$ cat config.mk
export PLATFORM = sky130hd
export DESIGN_NAME = spi_tx_arbiter
export DESIGN_NICKNAME = d
export VERILOG_FILES = /design/src/rtl/spi_tx_arbiter_pkg.sv /design/src/rtl/spi_tx_arbiter_rr_arbiter.sv /design/src/rtl/spi_tx_arbiter.sv
export SDC_FILE = /design/constraint.sdc
export NUM_CORES = 1
export LEC_CHECK = 0
export ABC_AREA = 1
export BUFFER_PORTS_ARGS = -buffer_cell sky130_fd_sc_hd__buf_2
export CORE_ASPECT_RATIO = 0.9
export CORE_MARGIN = 8
export CORE_UTILIZATION = 55
export DETAILED_ROUTE_END_ITERATION = 6
export PLACE_DENSITY = 0.93
export SYNTH_ARGS = -nofsm -noshare
export SYNTH_HDL_FRONTEND = slang
export SYNTH_SLANG_ARGS = --single-unit
$ cat constraint.sdc
create_clock -name sys_clk -period 4.4 [get_ports sys_clk]
set_input_delay 0.88 -clock sys_clk [delete_from_list [all_inputs] [get_ports sys_clk]]
set_output_delay 0.88 -clock sys_clk [all_outputs]
set_load 0.02 [all_outputs]
$ cat src/rtl/spi_tx_arbiter_pkg.sv
// ---------------------------------------------------------------------------
// spi_tx_arbiter_pkg: shared widths and FSM encoding for the SPI TX arbiter.
// Rev 1.0
// ---------------------------------------------------------------------------
`default_nettype none

package spi_tx_arbiter_pkg;

    localparam int WORD_W = 16;
    localparam int ID_W   = 3;
    localparam int CNT_W  = 16;

    typedef enum logic [1:0] {
        IDLE       = 2'd0,
        GUARD_WAIT = 2'd1,
        WAIT_BUSY  = 2'd2
    } state_t;

endpackage

`default_nettype wire

$ cat src/rtl/spi_tx_arbiter_rr_arbiter.sv
// ---------------------------------------------------------------------------
// rr_arbiter: combinational round-robin pick, searching from ptr upward.
// Rev 1.0
// ---------------------------------------------------------------------------
`default_nettype none

module rr_arbiter
    import spi_tx_arbiter_pkg::*;
#(
    parameter int N_CH = 4
) (
    input  logic [N_CH-1:0] req,
    input  logic [ID_W-1:0] ptr,
    output logic [N_CH-1:0] grant,
    output logic [ID_W-1:0] grant_idx
);

    logic found;
    int   target;

    always_comb begin
        grant     = '0;
        grant_idx = '0;
        found     = 1'b0;
        target    = 0;
        for (int k = 0; k < N_CH; k++) begin
            target = int'(ptr) + k;
            if (target >= N_CH) begin
                target = target - N_CH;
            end
            for (int c = 0; c < N_CH; c++) begin
                if (!found && (c == target) && req[c]) begin
                    grant[c]  = 1'b1;
                    grant_idx = ID_W'(c);
                    found     = 1'b1;
                end
            end
        end
    end

endmodule

`default_nettype wire

$ cat src/rtl/spi_tx_arbiter.sv
// ---------------------------------------------------------------------------
// spi_tx_arbiter: shares one SPI output channel among N_CH word sources.
// Rev 1.0
// ---------------------------------------------------------------------------
`default_nettype none

module spi_tx_arbiter
    import spi_tx_arbiter_pkg::*;
#(
    parameter int N_CH      = 4,
    parameter int GUARD     = 4,
    parameter int TIMEOUT   = 65535,
    parameter int SYNC_BUSY = 1
) (
    input  logic                     sys_clk,
    input  logic                     rst,
    input  logic [WORD_W*N_CH-1:0]   req_data,
    input  logic [N_CH-1:0]          req_valid,
    output logic [N_CH-1:0]          req_ready,
    input  logic [N_CH-1:0]          ch_en,
    output logic [WORD_W-1:0]        data,
    output logic                     ena,
    input  logic                     busy,
    output logic [ID_W-1:0]          grant_id,
    output logic                     err
);

    state_t              state;
    logic [ID_W-1:0]     ptr;
    logic [CNT_W-1:0]    cnt;
    logic                busy_s;
    logic [N_CH-1:0]     eligible;
    logic [N_CH-1:0]     grant;
    logic [ID_W-1:0]     grant_idx;
    logic [WORD_W-1:0]   sel_word;
    logic                grant_now;

    generate
        if (SYNC_BUSY != 0) begin : g_sync
            logic [1:0] sync_q;
            always_ff @(posedge sys_clk or posedge rst) begin
                if (rst) begin
                    sync_q <= '0;
                end else begin
                    sync_q <= {sync_q[0], busy};
                end
            end
            assign busy_s = sync_q[1];
        end else begin : g_raw
            assign busy_s = busy;
        end
    endgenerate

    assign eligible = req_valid & ch_en;

    rr_arbiter #(
        .N_CH(N_CH)
    ) u_rr (
        .req       (eligible),
        .ptr       (ptr),
        .grant     (grant),
        .grant_idx (grant_idx)
    );

    always_comb begin
        sel_word = '0;
        for (int i = 0; i < N_CH; i++) begin
            if (grant[i]) begin
                sel_word = req_data[WORD_W*i +: WORD_W];
            end
        end
    end

    assign grant_now = (state == IDLE) && !busy_s && (|eligible);
    // Gated by rst so the handshake is dead the instant reset asserts.
    assign req_ready = (grant_now && !rst) ? grant : '0;

    always_ff @(posedge sys_clk or posedge rst) begin
        if (rst) begin
            state    <= IDLE;
            ptr      <= '0;
            cnt      <= '0;
            data     <= '0;
            ena      <= 1'b0;
            grant_id <= '0;
            err      <= 1'b0;
        end else begin
            ena <= 1'b0;
            err <= 1'b0;
            case (state)
                IDLE: begin
                    if (grant_now) begin
                        data     <= sel_word;
                        grant_id <= grant_idx;
                        ena      <= 1'b1;
                        ptr      <= (grant_idx == ID_W'(N_CH - 1)) ? '0 : grant_idx + 1'b1;
                        cnt      <= '0;
                        state    <= GUARD_WAIT;
                    end
                end
                GUARD_WAIT: begin
                    if (cnt == CNT_W'(GUARD - 1)) begin
                        cnt   <= '0;
                        state <= WAIT_BUSY;
                    end else begin
                        cnt <= cnt + 1'b1;
                    end
                end
                WAIT_BUSY: begin
                    if (!busy_s) begin
                        cnt   <= '0;
                        state <= IDLE;
                    end else if (cnt == CNT_W'(TIMEOUT - 1)) begin
                        // Stalled serializer: drop the word rather than retry.
                        err   <= 1'b1;
                        cnt   <= '0;
                        state <= IDLE;
                    end else begin
                        cnt <= cnt + 1'b1;
                    end
                end
                default: begin
                    cnt   <= '0;
                    state <= IDLE;
                end
            endcase
        end
    end

endmodule

`default_nettype wire
==> results of run 1 <==
-- cell usage in the layout, fill, tap and decap left out, types with 3 or more instances in the layout --
cell,netlist,final
buf_2,1,98
a21oi_2,28,28
nor2_1,60,60
inv_1,51,51
nor3_1,8,8
nand2_4,3,3
nor4_1,3,3
nand2_1,92,92
dfrtp_1,42,42
nand4_1,9,9
o21ai_0,7,7
ha_1,7,7
a21oi_1,33,33
nand2_2,5,5
nand3_1,12,12
inv_2,3,3
clkbuf_8,0,5
-- through the flow --
step | hold slack (ns) | utilization | area [um2]
global route | 0.382 | 0.685 | 3580
floorplan | 0.331 | - | 2960
finish | 0.368 | 0.685 | 3580
CTS | 0.377 | 0.685 | 3580
global placement | 0.357 | 0.663 | 3460
detailed placement | 0.357 | 0.663 | 3460
-- report_power, final --
part / total (uW) / switching [uW] / internal [uW]
Combinational: 1120 / 762 / 361
Clock: 324 / 151 / 173
Sequential: 574 / 77.3 / 497
-- registers in the layout, summed over array words and instances, names as in the netlist --
register       flops
cnt               16
data              16
ena                1
err                1
g_sync.sync_q      2
grant_id           2
ptr                2
state              2
-- cells by family after synthesis --
kind of cell / share of synthesized area
DFF: 0.355
buffers and inverters: 0.101
adders and majority gates: 0.0296
other: 0.00127
and+or+nand+nor: 0.338
xor gates and xnor gates: 0.00296
AOI/OAI and AO/OA: 0.173
-- final timing paths --
path | depth (start not counted) | to | start | slack [ns]
worst max-delay path | 13 | req_ready[2] | req_valid[2] | 0.71
worst min-delay path | 0 | g_sync.sync_q[1] | g_sync.sync_q[0] | 0.37
worst max register to register | 12 | cnt[15] | state[1] | 1.55
worst min register to register | 0 | g_sync.sync_q[1] | g_sync.sync_q[0] | 0.37
max in group asynchronous | 3 | data[11] | rst | 3.28
min in group asynchronous | 3 | cnt[12] | rst | 0.77
-- cells in the mapped netlist --
cell type | n | area, um2
a21oi_1 | 33 | 165
a21oi_2 | 28 | 245
a31oi_1 | 2 | 12.5
and3_1 | 1 | 6.26
buf_12 | 1 | 20.0
buf_2 | 1 | 5.00
buf_4 | 3 | 22.5
buf_6 | 3 | 33.8
clkbuf_1 | 2 | 7.51
conb_1 | 1 | 3.75
dfrtp_1 | 42 | 1050
ha_1 | 7 | 87.6
inv_1 | 51 | 191
inv_2 | 3 | 11.3
inv_4 | 1 | 6.26
nand2_1 | 92 | 345
nand2_2 | 5 | 31.3
nand2_4 | 3 | 33.8
nand3_1 | 12 | 60.1
nand3_2 | 2 | 20.0
nand4_1 | 9 | 56.3
nand4_2 | 2 | 25.0
nand4_4 | 2 | 42.5
nor2_1 | 60 | 225
nor2_2 | 2 | 12.5
nor2_4 | 2 | 22.5
nor2_8 | 1 | 20.0
nor3_1 | 8 | 40.0
nor3_2 | 2 | 20.0
nor3b_1 | 1 | 7.51
nor4_1 | 3 | 18.8
o211a_1 | 1 | 10.0
o211ai_1 | 1 | 7.51
o21a_1 | 2 | 15.0
o21ai_0 | 7 | 35.0
o22ai_1 | 1 | 6.26
o31ai_1 | 2 | 15.0
or2_2 | 2 | 12.5
xor2_1 | 1 | 8.76
-- layer usage --
layer	part of all wire	routed length (um)	track usage	vias to the layer above
met3	0.074	627	0.0515	42
met1	0.41	3460	0.245	1409
met5	0	0	0	-
met4	0.040	337	0.114	0
met2	0.48	4040	0.360	184
li1	-	-	-	1498
-- worst reg2reg max path, cell delays in order, from the launching register on --
cell and delay (ns):
dfrtp_1 0.40, inv_1 0.13, ha_1 0.18, nand2_1 0.07, nor2_2 0.33, inv_2 0.31, nand2_1 0.32, nand2_1 0.15
nor2_1 0.35, nand4_1 0.21, nor2_1 0.12, o21ai_0 0.08, a31oi_1 0.14
-- area by class of cell --
type | count | area [um2] | share of cell area
flip-flops and latches | 42 | 1050 | 0.294
inverters | 55 | 209 | 0.0584
clock buffers | 5 | 68.8 | 0.0192
clock inverters | 3 | 48.8 | 0.0136
well taps | 67 | 83.8 | 0.0234
repair buffers | 100 | 505 | 0.141
multi-input cells | 295 | 1610 | 0.450
==> flow_results.xml, run 1 <==
<?xml version="1.0" encoding="UTF-8"?>
<metrics>
  <group name="sta">
    <metric name="transition_time_at_the_pin_with_the_least_slew_margin" unit="ns">0.521</metric>
    <metric name="final-hold-violation-count" unit="">0</metric>
    <metric name="setup_viol" unit="">0</metric>
    <metric name="layout_min_cycle_time" unit="ns">3.69</metric>
    <metric name="post-route-period-util" unit="">0.839</metric>
    <metric name="skew" unit="ns">0.00580</metric>
    <metric name="final.setup.tns" unit="ns">0</metric>
    <metric name="highest_attainable_clock_frequency" unit="MHz">271</metric>
    <metric name="finalMaxSlewViolations" unit="">0</metric>
    <metric name="relSlewSlack" unit="">0.653</metric>
    <metric name="unrepaired_setup_endpoints_after_global_routing" unit="">false</metric>
    <metric name="finalWorstSetupSlack" unit="ns">0.709</metric>
  </group>
  <group name="routing">
    <metric name="wirelength" unit="um">8460</metric>
    <metric name="viasPerCell" unit="">5.53</metric>
    <metric name="first_iter_violations" unit="">177</metric>
    <metric name="detail_routed_net_length_per_standard_cell" unit="um">14.9</metric>
    <metric name="detail_route.drc_violations" unit="">0</metric>
    <metric name="vias" unit="">3133</metric>
    <metric name="drt-pass1-iter-count" unit="">5</metric>
    <metric name="drt.antenna.violating_nets" unit="">0</metric>
  </group>
  <group name="placement">
    <metric name="dpl_worst_slack" unit="ns">0.743</metric>
    <metric name="hpwlAfterDp" unit="um">6440</metric>
    <metric name="dp_cells" unit="">559</metric>
    <metric name="portBuffers" unit="">98</metric>
    <metric name="finalWeightedCongestion" unit="">0.886</metric>
  </group>
  <group name="setup_path">
    <metric name="start_kind" unit="">input pin</metric>
    <metric name="setup.worst_path.class" unit="">in -&gt; out</metric>
    <metric name="cpPeakStageDelay" unit="ns">0.31</metric>
    <metric name="worst-path-buf-inv" unit="">3</metric>
    <metric name="worstPathCellList" unit="">buf_2 &gt; nand2_1 &gt; inv_1 &gt; nand2_2 &gt; nand3_2 &gt; nor2_4 &gt; nand4_2 &gt; nor2_4 &gt; nand4_4 &gt; nor2_8 &gt; nand4_4 &gt; a21oi_1 &gt; buf_2</metric>
    <metric name="timing.critical_path.max_delay_family" unit="">simple AND/OR/NAND/NOR gates</metric>
    <metric name="cp_data_arrival_time" unit="ns">2.81</metric>
    <metric name="required_time_of_the_worst_setup_path" unit="ns">3.52</metric>
    <metric name="worst_path_max_delay_cell" unit="">nand4_4</metric>
    <metric name="worst_setup_path_end_kind" unit="">primary output</metric>
    <metric name="critical_path.max_fanout" unit="">18</metric>
  </group>
  <group name="floorplanning">
    <metric name="core" unit="um2">5220</metric>
    <metric name="dieHeight" unit="um">85.6</metric>
    <metric name="die-area" unit="um2">7990</metric>
    <metric name="top_level_ports" unit="">100</metric>
    <metric name="start_util" unit="">0.567</metric>
    <metric name="die_width" unit="um">93.3</metric>
    <metric name="core.rowCount" unit="">25</metric>
  </group>
  <group name="cells_and_area">
    <metric name="filler_cell_count" unit="">402</metric>
    <metric name="final_net_count" unit="">581</metric>
    <metric name="final_layout_size_suffix_gt1_frac" unit="">0.326</metric>
    <metric name="diodes" unit="">0</metric>
    <metric name="areaGrowthSynthToFinish" unit="%">20.9</metric>
    <metric name="cell_count_final_fillers_out" unit="">567</metric>
  </group>
  <group name="clocking">
    <metric name="clk_root_buffer_cell" unit="">clkbuf_8</metric>
    <metric name="cts_hold_buffers" unit="">0</metric>
    <metric name="cts-htree-levels" unit="">2</metric>
    <metric name="path_clk_slew" unit="ns">0.09</metric>
    <metric name="clock_insertion_delay_worst_skew" unit="ns">0.31</metric>
    <metric name="max-clock-path-buffers" unit="">2</metric>
    <metric name="postCtsSetupRepairBufs" unit="">0</metric>
    <metric name="post_cts_resize_count" unit="">0</metric>
    <metric name="cts_buffer_count" unit="">5</metric>
    <metric name="tritoncts_num_sinks" unit="">42</metric>
    <metric name="tritoncts" unit="">built</metric>
  </group>
  <group name="global_route">
    <metric name="grt.overflow.total" unit="">0</metric>
    <metric name="grtUsageTotal" unit="">0.214</metric>
    <metric name="grt_max_degree" unit="">43</metric>
    <metric name="grt_first_pass_wirelength" unit="um">13900</metric>
    <metric name="grt_pass1_vias" unit="">3079</metric>
    <metric name="antenna_found_initial" unit="">0</metric>
  </group>
  <group name="yosys">
    <metric name="synthesis.area_per_instance" unit="um2">7.36</metric>
    <metric name="ys_types" unit="">39</metric>
    <metric name="syn-num-nets" unit="">484</metric>
    <metric name="yosysWarningCount" unit="">0</metric>
    <metric name="synth_area" unit="um2">2960</metric>
    <metric name="ys_seq_elements" unit="">42</metric>
    <metric name="ys_seq_area_frac" unit="">0.355</metric>
    <metric name="postSynthCellCount" unit="">402</metric>
  </group>
  <group name="min_path">
    <metric name="hold_path.class" unit="">reg -&gt; reg</metric>
  </group>
  <group name="pwr">
    <metric name="ir_drop_worst_vdd" unit="V">0.000292</metric>
    <metric name="cellPowerDensity" unit="nW/um2">565</metric>
    <metric name="p_leak" unit="uW">0.00187</metric>
    <metric name="post-layout-total-power" unit="uW">2020</metric>
  </group>
  <group name="status">
    <metric name="run_status" unit="">finished, final reports clean</metric>
  </group>
  <group name="run">
    <metric name="max-cap-violations" unit="">0</metric>
  </group>
</metrics>
Power figures use the tool's default switching activity.
==> inputs of run 2 (changes only) <==
--- a/config.mk
+++ b/config.mk
@@ -9,9 +9,9 @@
 export BUFFER_PORTS_ARGS = -buffer_cell sky130_fd_sc_hd__buf_2
 export CORE_ASPECT_RATIO = 0.9
 export CORE_MARGIN = 8
-export CORE_UTILIZATION = 55
+export CORE_UTILIZATION = 46
 export DETAILED_ROUTE_END_ITERATION = 6
-export PLACE_DENSITY = 0.93
+export PLACE_DENSITY = 0.84
 export SYNTH_ARGS = -nofsm -noshare
 export SYNTH_HDL_FRONTEND = slang
 export SYNTH_SLANG_ARGS = --single-unit
==> constraint.sdc (replaced) <==
create_clock -name sys_clk -period 3.3 [get_ports sys_clk]
set_input_delay 0.66 -clock sys_clk [delete_from_list [all_inputs] [get_ports sys_clk]]
set_output_delay 0.66 -clock sys_clk [all_outputs]
set_load 0.02 [all_outputs]
==> flow_results.xml, run 2 (synthesis gave the netlist of run 1 again) <==
<?xml version="1.0" encoding="UTF-8"?>
<metrics>
  <group name="status">
    <metric name="run_status" unit="">finished, final reports clean</metric>
  </group>
  <group name="global_route">
    <metric name="use_met3" unit="">0.0461</metric>
    <metric name="grtUsageTotal" unit="">0.177</metric>
    <metric name="global_route.peak_usage_layer" unit="">met2</metric>
    <metric name="grt.overflow.total" unit="">0</metric>
    <metric name="met1_track_usage_gr" unit="">0.202</metric>
    <metric name="grt_max_degree" unit="">43</metric>
    <metric name="grt_first_pass_wirelength" unit="um">13400</metric>
    <metric name="antenna_found_initial" unit="">0</metric>
    <metric name="grt_pass1_vias" unit="">3023</metric>
    <metric name="use_met2" unit="">0.305</metric>
  </group>
  <group name="clocking">
    <metric name="post_cts_resize_count" unit="">0</metric>
    <metric name="tritoncts" unit="">built</metric>
    <metric name="clock_insertion_delay_worst_skew" unit="ns">0.30</metric>
    <metric name="cts-htree-levels" unit="">2</metric>
    <metric name="cts_hold_buffers" unit="">0</metric>
    <metric name="clk_root_buffer_cell" unit="">clkbuf_8</metric>
    <metric name="max-clock-path-buffers" unit="">2</metric>
    <metric name="path_clk_slew" unit="ns">0.08</metric>
    <metric name="tritoncts_num_sinks" unit="">42</metric>
    <metric name="cts_buffer_count" unit="">5</metric>
    <metric name="postCtsSetupRepairBufs" unit="">0</metric>
  </group>
  <group name="cells_and_area">
    <metric name="diodes" unit="">0</metric>
    <metric name="areaGrowthSynthToFinish" unit="%">21.5</metric>
    <metric name="leading_cell_type_in_the_layout_fill_and_taps_excluded" unit="">buf_2</metric>
    <metric name="commonest_non_fill_non_tap_cells_in_the_layout" unit="">buf_2 (98), nand2_1 (92), nor2_1 (60)</metric>
    <metric name="final_net_count" unit="">583</metric>
    <metric name="cell_count_final_fillers_out" unit="">589</metric>
    <metric name="layout.core_utilization" unit="">0.582</metric>
    <metric name="largest_registers" unit="">cnt (16), data (16)</metric>
    <metric name="final_layout_size_suffix_gt1_frac" unit="">0.329</metric>
  </group>
  <group name="placement">
    <metric name="finalWeightedCongestion" unit="">0.897</metric>
    <metric name="hpwlAfterDp" unit="um">6340</metric>
    <metric name="portBuffers" unit="">98</metric>
    <metric name="dp_cells" unit="">581</metric>
  </group>
  <group name="sta">
    <metric name="final-hold-violation-count" unit="">0</metric>
    <metric name="relSlewSlack" unit="">0.652</metric>
    <metric name="finalHoldWorstSlack" unit="ns">0.353</metric>
    <metric name="post-route-period-util" unit="">0.933</metric>
    <metric name="final.setup.tns" unit="ns">0</metric>
    <metric name="layout_min_cycle_time" unit="ns">3.08</metric>
    <metric name="skew" unit="ns">0.00648</metric>
    <metric name="highest_attainable_clock_frequency" unit="MHz">325</metric>
    <metric name="unrepaired_setup_endpoints_after_global_routing" unit="">false</metric>
    <metric name="setup_viol" unit="">0</metric>
    <metric name="finalMaxSlewViolations" unit="">0</metric>
    <metric name="transition_time_at_the_pin_with_the_least_slew_margin" unit="ns">0.522</metric>
  </group>
  <group name="routing">
    <metric name="first_iter_violations" unit="">159</metric>
    <metric name="detail_routed_net_length_per_standard_cell" unit="um">13.3</metric>
    <metric name="vias" unit="">2924</metric>
    <metric name="drt-pass1-iter-count" unit="">4</metric>
    <metric name="drt.antenna.violating_nets" unit="">0</metric>
    <metric name="detail_route.drc_violations" unit="">0</metric>
    <metric name="wirelength" unit="um">7830</metric>
    <metric name="viasPerCell" unit="">4.96</metric>
  </group>
  <group name="setup_path">
    <metric name="cp_data_arrival_time" unit="ns">2.42</metric>
    <metric name="required_time_of_the_worst_setup_path" unit="ns">2.64</metric>
    <metric name="start_kind" unit="">input pin</metric>
    <metric name="worst_setup_path_end_kind" unit="">primary output</metric>
    <metric name="critical_path.max_fanout" unit="">17</metric>
    <metric name="setup.worst_path.class" unit="">in -&gt; out</metric>
  </group>
  <group name="pwr">
    <metric name="switching_share" unit="">0.489</metric>
    <metric name="p_leak" unit="uW">0.00187</metric>
    <metric name="combinationalPowerShare" unit="">0.572</metric>
    <metric name="cellPowerDensity" unit="nW/um2">718</metric>
    <metric name="power.sequential.fraction" unit="">0.290</metric>
    <metric name="power.clock.fraction" unit="">0.138</metric>
    <metric name="ir_drop_worst_vdd" unit="V">0.000372</metric>
    <metric name="post-layout-total-power" unit="uW">2580</metric>
    <metric name="power.internal" unit="uW">1320</metric>
    <metric name="switchingPower" unit="uW">1260</metric>
  </group>
  <group name="floorplanning">
    <metric name="die-area" unit="um2">9260</metric>
    <metric name="core" unit="um2">6180</metric>
    <metric name="start_util" unit="">0.479</metric>
    <metric name="die_width" unit="um">101</metric>
    <metric name="dieHeight" unit="um">92.1</metric>
    <metric name="top_level_ports" unit="">100</metric>
    <metric name="core.rowCount" unit="">27</metric>
  </group>
  <group name="min_path">
    <metric name="hold_path.class" unit="">reg -&gt; reg</metric>
  </group>
  <group name="run">
    <metric name="max-cap-violations" unit="">0</metric>
  </group>
</metrics>
==> run 2: cell count changes in the layout (fill, tap and decap cells not counted) <==
| cell | previous run | this run |
|---|---|---|
| buf_4 | 2 | 4 |
| clkbuf_8 | 5 | 6 |
| inv_1 | 51 | 50 |
| inv_8 | 1 | 0 |
| clkinv_2 | 0 | 1 |
| bufinv_16 | 1 | 0 |
| clkinv_1 | 0 | 1 |
==> run 2: path summary, 6_finish.rpt <==
check | slack, ns | endpoint | cells after the start | start
min in group asynchronous | 0.53 | cnt[7] | 3 | rst
max in group asynchronous | 2.42 | data[13] | 3 | rst
max reg2reg | 0.85 | ptr[1] | 15 | ptr[0]
max | 0.22 | req_ready[2] | 14 | req_valid[2]
min | 0.35 | g_sync.sync_q[1] | 0 | g_sync.sync_q[0]
min reg2reg | 0.35 | g_sync.sync_q[1] | 0 | g_sync.sync_q[0]
==> run 2: area by class of cell <==
class / instances / area [um2]
fillers: 577 / 2590
inverters: 55 / 209
repair buffers: 102 / 520
well taps: 87 / 109
clock inverters: 2 / 12.5
multi-input cells: 295 / 1610
clock buffers: 6 / 82.6
flip-flops and latches: 42 / 1050
==> run 2: power groups by stage <==
| stage | logic (uW) | registers [uW] | clock network, uW |
|---|---|---|---|
| detailed placement | 1480 | 757 | 0 |
| global route | 1650 | 768 | 373 |
| global placement | 1430 | 753 | 0 |
| finish | 1480 | 749 | 355 |
| CTS | 1480 | 750 | 359 |
| floorplan | 994 | 888 | 0 |
==> run 2: worst max-delay path, stage by stage <==
cell and delay (ns):
buf_2 0.09, nand2_1 0.08, inv_1 0.12, nand2_2 0.12
nand3_2 0.10, nor2_4 0.14, nand4_2 0.13, nor2_4 0.18
nand3_1 0.10, nor2_1 0.12, or2_2 0.14, inv_4 0.09
a21oi_1 0.17, buf_2 0.19
==> run 2: layer usage <==
| layer | vias to the layer above | share of wire |
|---|---|---|
| li1 | 1488 | - |
| met1 | 1312 | 0.43 |
| met2 | 103 | 0.48 |
| met3 | 21 | 0.058 |
| met4 | 0 | 0.029 |
| met5 | - | 0 |
==> run 2: metrics by stage <==
stage               setup WS, ns  cell area (um2)
floorplan                  0.351             2960
global placement           0.359             3500
detailed placement         0.249             3500
CTS                        0.247             3600
global route              0.0222             3600
finish                     0.220             3600
==> inputs of run 3 (changes only) <==
--- a/config.mk
+++ b/config.mk
@@ -11,7 +11,7 @@
 export CORE_MARGIN = 8
 export CORE_UTILIZATION = 46
 export DETAILED_ROUTE_END_ITERATION = 6
-export PLACE_DENSITY = 0.84
+export PLACE_DENSITY_LB_ADDON = 0.3
 export SYNTH_ARGS = -nofsm -noshare
 export SYNTH_HDL_FRONTEND = slang
 export SYNTH_SLANG_ARGS = --single-unit
==> flow_results.xml, run 3 (synthesis gave the netlist of run 1 again) <==
<?xml version="1.0" encoding="UTF-8"?>
<metrics>
  <group name="global_route">
    <metric name="grt.overflow.total" unit="">0</metric>
    <metric name="grt_pass1_vias" unit="">3042</metric>
    <metric name="grt_max_degree" unit="">43</metric>
    <metric name="grtUsageTotal" unit="">0.179</metric>
    <metric name="antenna_found_initial" unit="">0</metric>
    <metric name="grt_first_pass_wirelength" unit="um">13700</metric>
  </group>
  <group name="sta">
    <metric name="finalMaxSlewViolations" unit="">0</metric>
    <metric name="skew" unit="ns">0.00760</metric>
    <metric name="final-hold-violation-count" unit="">0</metric>
    <metric name="transition_time_at_the_pin_with_the_least_slew_margin" unit="ns">0.520</metric>
    <metric name="unrepaired_setup_endpoints_after_global_routing" unit="">false</metric>
    <metric name="layout_min_cycle_time" unit="ns">3.05</metric>
    <metric name="highest_attainable_clock_frequency" unit="MHz">327</metric>
    <metric name="final.setup.tns" unit="ns">0</metric>
    <metric name="setup_viol" unit="">0</metric>
    <metric name="relSlewSlack" unit="">0.653</metric>
    <metric name="post-route-period-util" unit="">0.926</metric>
  </group>
  <group name="routing">
    <metric name="drt-pass1-iter-count" unit="">4</metric>
    <metric name="dr.max_layer_used" unit="">met4</metric>
    <metric name="routed_length_on_met1" unit="um">3690</metric>
    <metric name="drt.antenna.violating_nets" unit="">0</metric>
    <metric name="viasPerCell" unit="">4.96</metric>
    <metric name="met3_routed_wl" unit="um">603</metric>
    <metric name="detail_routed_net_length_per_standard_cell" unit="um">13.6</metric>
    <metric name="detail_route.drc_violations" unit="">0</metric>
    <metric name="wirelength" unit="um">8010</metric>
    <metric name="first_iter_violations" unit="">109</metric>
    <metric name="routed-wl-met2" unit="um">3660</metric>
    <metric name="vias" unit="">2920</metric>
  </group>
  <group name="floorplanning">
    <metric name="top_level_ports" unit="">100</metric>
    <metric name="start_util" unit="">0.479</metric>
    <metric name="die-area" unit="um2">9260</metric>
    <metric name="core.rowCount" unit="">27</metric>
    <metric name="die_width" unit="um">101</metric>
    <metric name="dieHeight" unit="um">92.1</metric>
    <metric name="core" unit="um2">6180</metric>
  </group>
  <group name="setup_path">
    <metric name="cpPeakStageDelay" unit="ns">0.19</metric>
    <metric name="setup.worst_path.class" unit="">in -&gt; out</metric>
    <metric name="worst_path_max_delay_cell" unit="">buf_2</metric>
    <metric name="critical_path.max_fanout" unit="">17</metric>
    <metric name="worstPathCellList" unit="">buf_2 &gt; nand2_1 &gt; inv_1 &gt; nand2_2 &gt; nand3_2 &gt; nor2_4 &gt; nand4_2 &gt; nor2_4 &gt; nand3_1 &gt; nor2_1 &gt; or2_2 &gt; inv_4 &gt; a21oi_1 &gt; buf_2</metric>
    <metric name="start_kind" unit="">input pin</metric>
    <metric name="r2r-end" unit="">ptr[1]</metric>
    <metric name="r2r_setup_slack" unit="ns">0.87</metric>
    <metric name="worst_setup_path_end_kind" unit="">primary output</metric>
    <metric name="required_time_of_the_worst_setup_path" unit="ns">2.64</metric>
    <metric name="worst-r2r-cell-count" unit="">15</metric>
    <metric name="cp_data_arrival_time" unit="ns">2.39</metric>
    <metric name="worst_r2r_startpoint" unit="">ptr[1]</metric>
  </group>
  <group name="cells_and_area">
    <metric name="areaGrowthSynthToFinish" unit="%">22.0</metric>
    <metric name="diodes" unit="">0</metric>
    <metric name="largest_registers" unit="">cnt (16), data (16)</metric>
    <metric name="commonest_non_fill_non_tap_cells_in_the_layout" unit="">buf_2 (98), nand2_1 (92), nor2_1 (60)</metric>
    <metric name="cell_count_final_fillers_out" unit="">589</metric>
    <metric name="final_layout_size_suffix_gt1_frac" unit="">0.327</metric>
    <metric name="filler_cell_count" unit="">580</metric>
    <metric name="leading_cell_type_in_the_layout_fill_and_taps_excluded" unit="">buf_2</metric>
    <metric name="final_net_count" unit="">583</metric>
  </group>
  <group name="min_path">
    <metric name="hold_path.class" unit="">reg -&gt; reg</metric>
    <metric name="hold_end" unit="">g_sync.sync_q[1]</metric>
    <metric name="hold-path-cell-count" unit="">0</metric>
    <metric name="holdCritStartpoint" unit="">g_sync.sync_q[0]</metric>
  </group>
  <group name="pwr">
    <metric name="switching_share" unit="">0.478</metric>
    <metric name="power.sequential.fraction" unit="">0.289</metric>
    <metric name="ir_drop_worst_vdd" unit="V">0.000327</metric>
    <metric name="power.internal" unit="uW">1380</metric>
    <metric name="p_leak" unit="uW">0.00187</metric>
    <metric name="switchingPower" unit="uW">1260</metric>
    <metric name="power.clock.fraction" unit="">0.151</metric>
    <metric name="cellPowerDensity" unit="nW/um2">730</metric>
    <metric name="combinationalPowerShare" unit="">0.560</metric>
  </group>
  <group name="clocking">
    <metric name="clk_root_buffer_cell" unit="">clkbuf_8</metric>
    <metric name="cts_buffer_count" unit="">5</metric>
    <metric name="path_clk_slew" unit="ns">0.08</metric>
    <metric name="tritoncts" unit="">built</metric>
    <metric name="clock_insertion_delay_worst_skew" unit="ns">0.29</metric>
    <metric name="post_cts_resize_count" unit="">0</metric>
    <metric name="tritoncts_num_sinks" unit="">42</metric>
    <metric name="cts_hold_buffers" unit="">0</metric>
    <metric name="max-clock-path-buffers" unit="">2</metric>
    <metric name="postCtsSetupRepairBufs" unit="">0</metric>
    <metric name="cts-htree-levels" unit="">2</metric>
  </group>
  <group name="placement">
    <metric name="finalWeightedCongestion" unit="">0.866</metric>
    <metric name="portBuffers" unit="">98</metric>
    <metric name="hpwlAfterDp" unit="um">6390</metric>
    <metric name="dp_cells" unit="">581</metric>
  </group>
  <group name="run">
    <metric name="max-cap-violations" unit="">0</metric>
  </group>
  <group name="status">
    <metric name="run_status" unit="">finished, final reports clean</metric>
  </group>
</metrics>
run 3: cell count changes in the layout (fill, tap and decap cells not counted), sizes merged:
| cell | change |
|---|---|
| bufinv | +1 |
| clkinv | -1 |
run 3: area by class of cell:
type	instances	area [um2]	share of cell area
multi-input combinational	295	1610	0.446
clock buffer	6	72.6	0.0201
timing repair buffer	102	520	0.144
inverter	55	209	0.0579
tap	87	109	0.0301
clock inverter	2	37.5	0.0104
sequential	42	1050	0.291
run 3: power groups by stage:
stage / sequential [uW] / combinational [uW] / clock (uW)
floorplan: 888 / 994 / 0
global placement: 768 / 1440 / 0
detailed placement: 766 / 1490 / 0
CTS: 760 / 1490 / 411
global route: 778 / 1660 / 427
finish: 761 / 1480 / 399
run 3: per-layer routing:
| metal | up-vias | track usage |
|---|---|---|
| met5 | - | 0 |
| met1 | 1321 | 0.227 |
| met4 | 0 | 0.0314 |
| li1 | 1489 | - |
| met2 | 103 | 0.288 |
| met3 | 7 | 0.0650 |
run 3: critical path: cells and delay by family:
kind / cells / cell delay, ns
AO/OA/AOI/OAI: 1 / 0.18
buffers and inverters: 4 / 0.49
AND/OR/NAND/NOR: 9 / 1.08
run 3: worst max-delay path by stage:
| stage | start | to | depth (start not counted) |
|---|---|---|---|
| after floorplan | req_valid[2] | req_ready[2] | 12 |
| after global placement | req_valid[2] | req_ready[2] | 14 |
| after detailed placement | req_valid[2] | req_ready[2] | 14 |
| after CTS | req_valid[2] | req_ready[2] | 14 |
| after global routing | req_valid[2] | req_ready[2] | 14 |
| final | req_valid[2] | req_ready[2] | 14 |
run 3: metrics by stage:
stage | power [uW] | setup slack (ns) | utilization | hold slack, ns | area, um2
final | 2640 | 0.245 | 0.584 | 0.365 | 3610
after global placement | 2210 | 0.366 | 0.566 | 0.333 | 3500
after CTS | 2660 | 0.261 | 0.584 | 0.370 | 3610
after floorplan | 1880 | 0.351 | - | 0.331 | 2960
after detailed placement | 2250 | 0.269 | 0.566 | 0.346 | 3500
after global routing | 2860 | 0.0880 | 0.584 | 0.368 | 3610
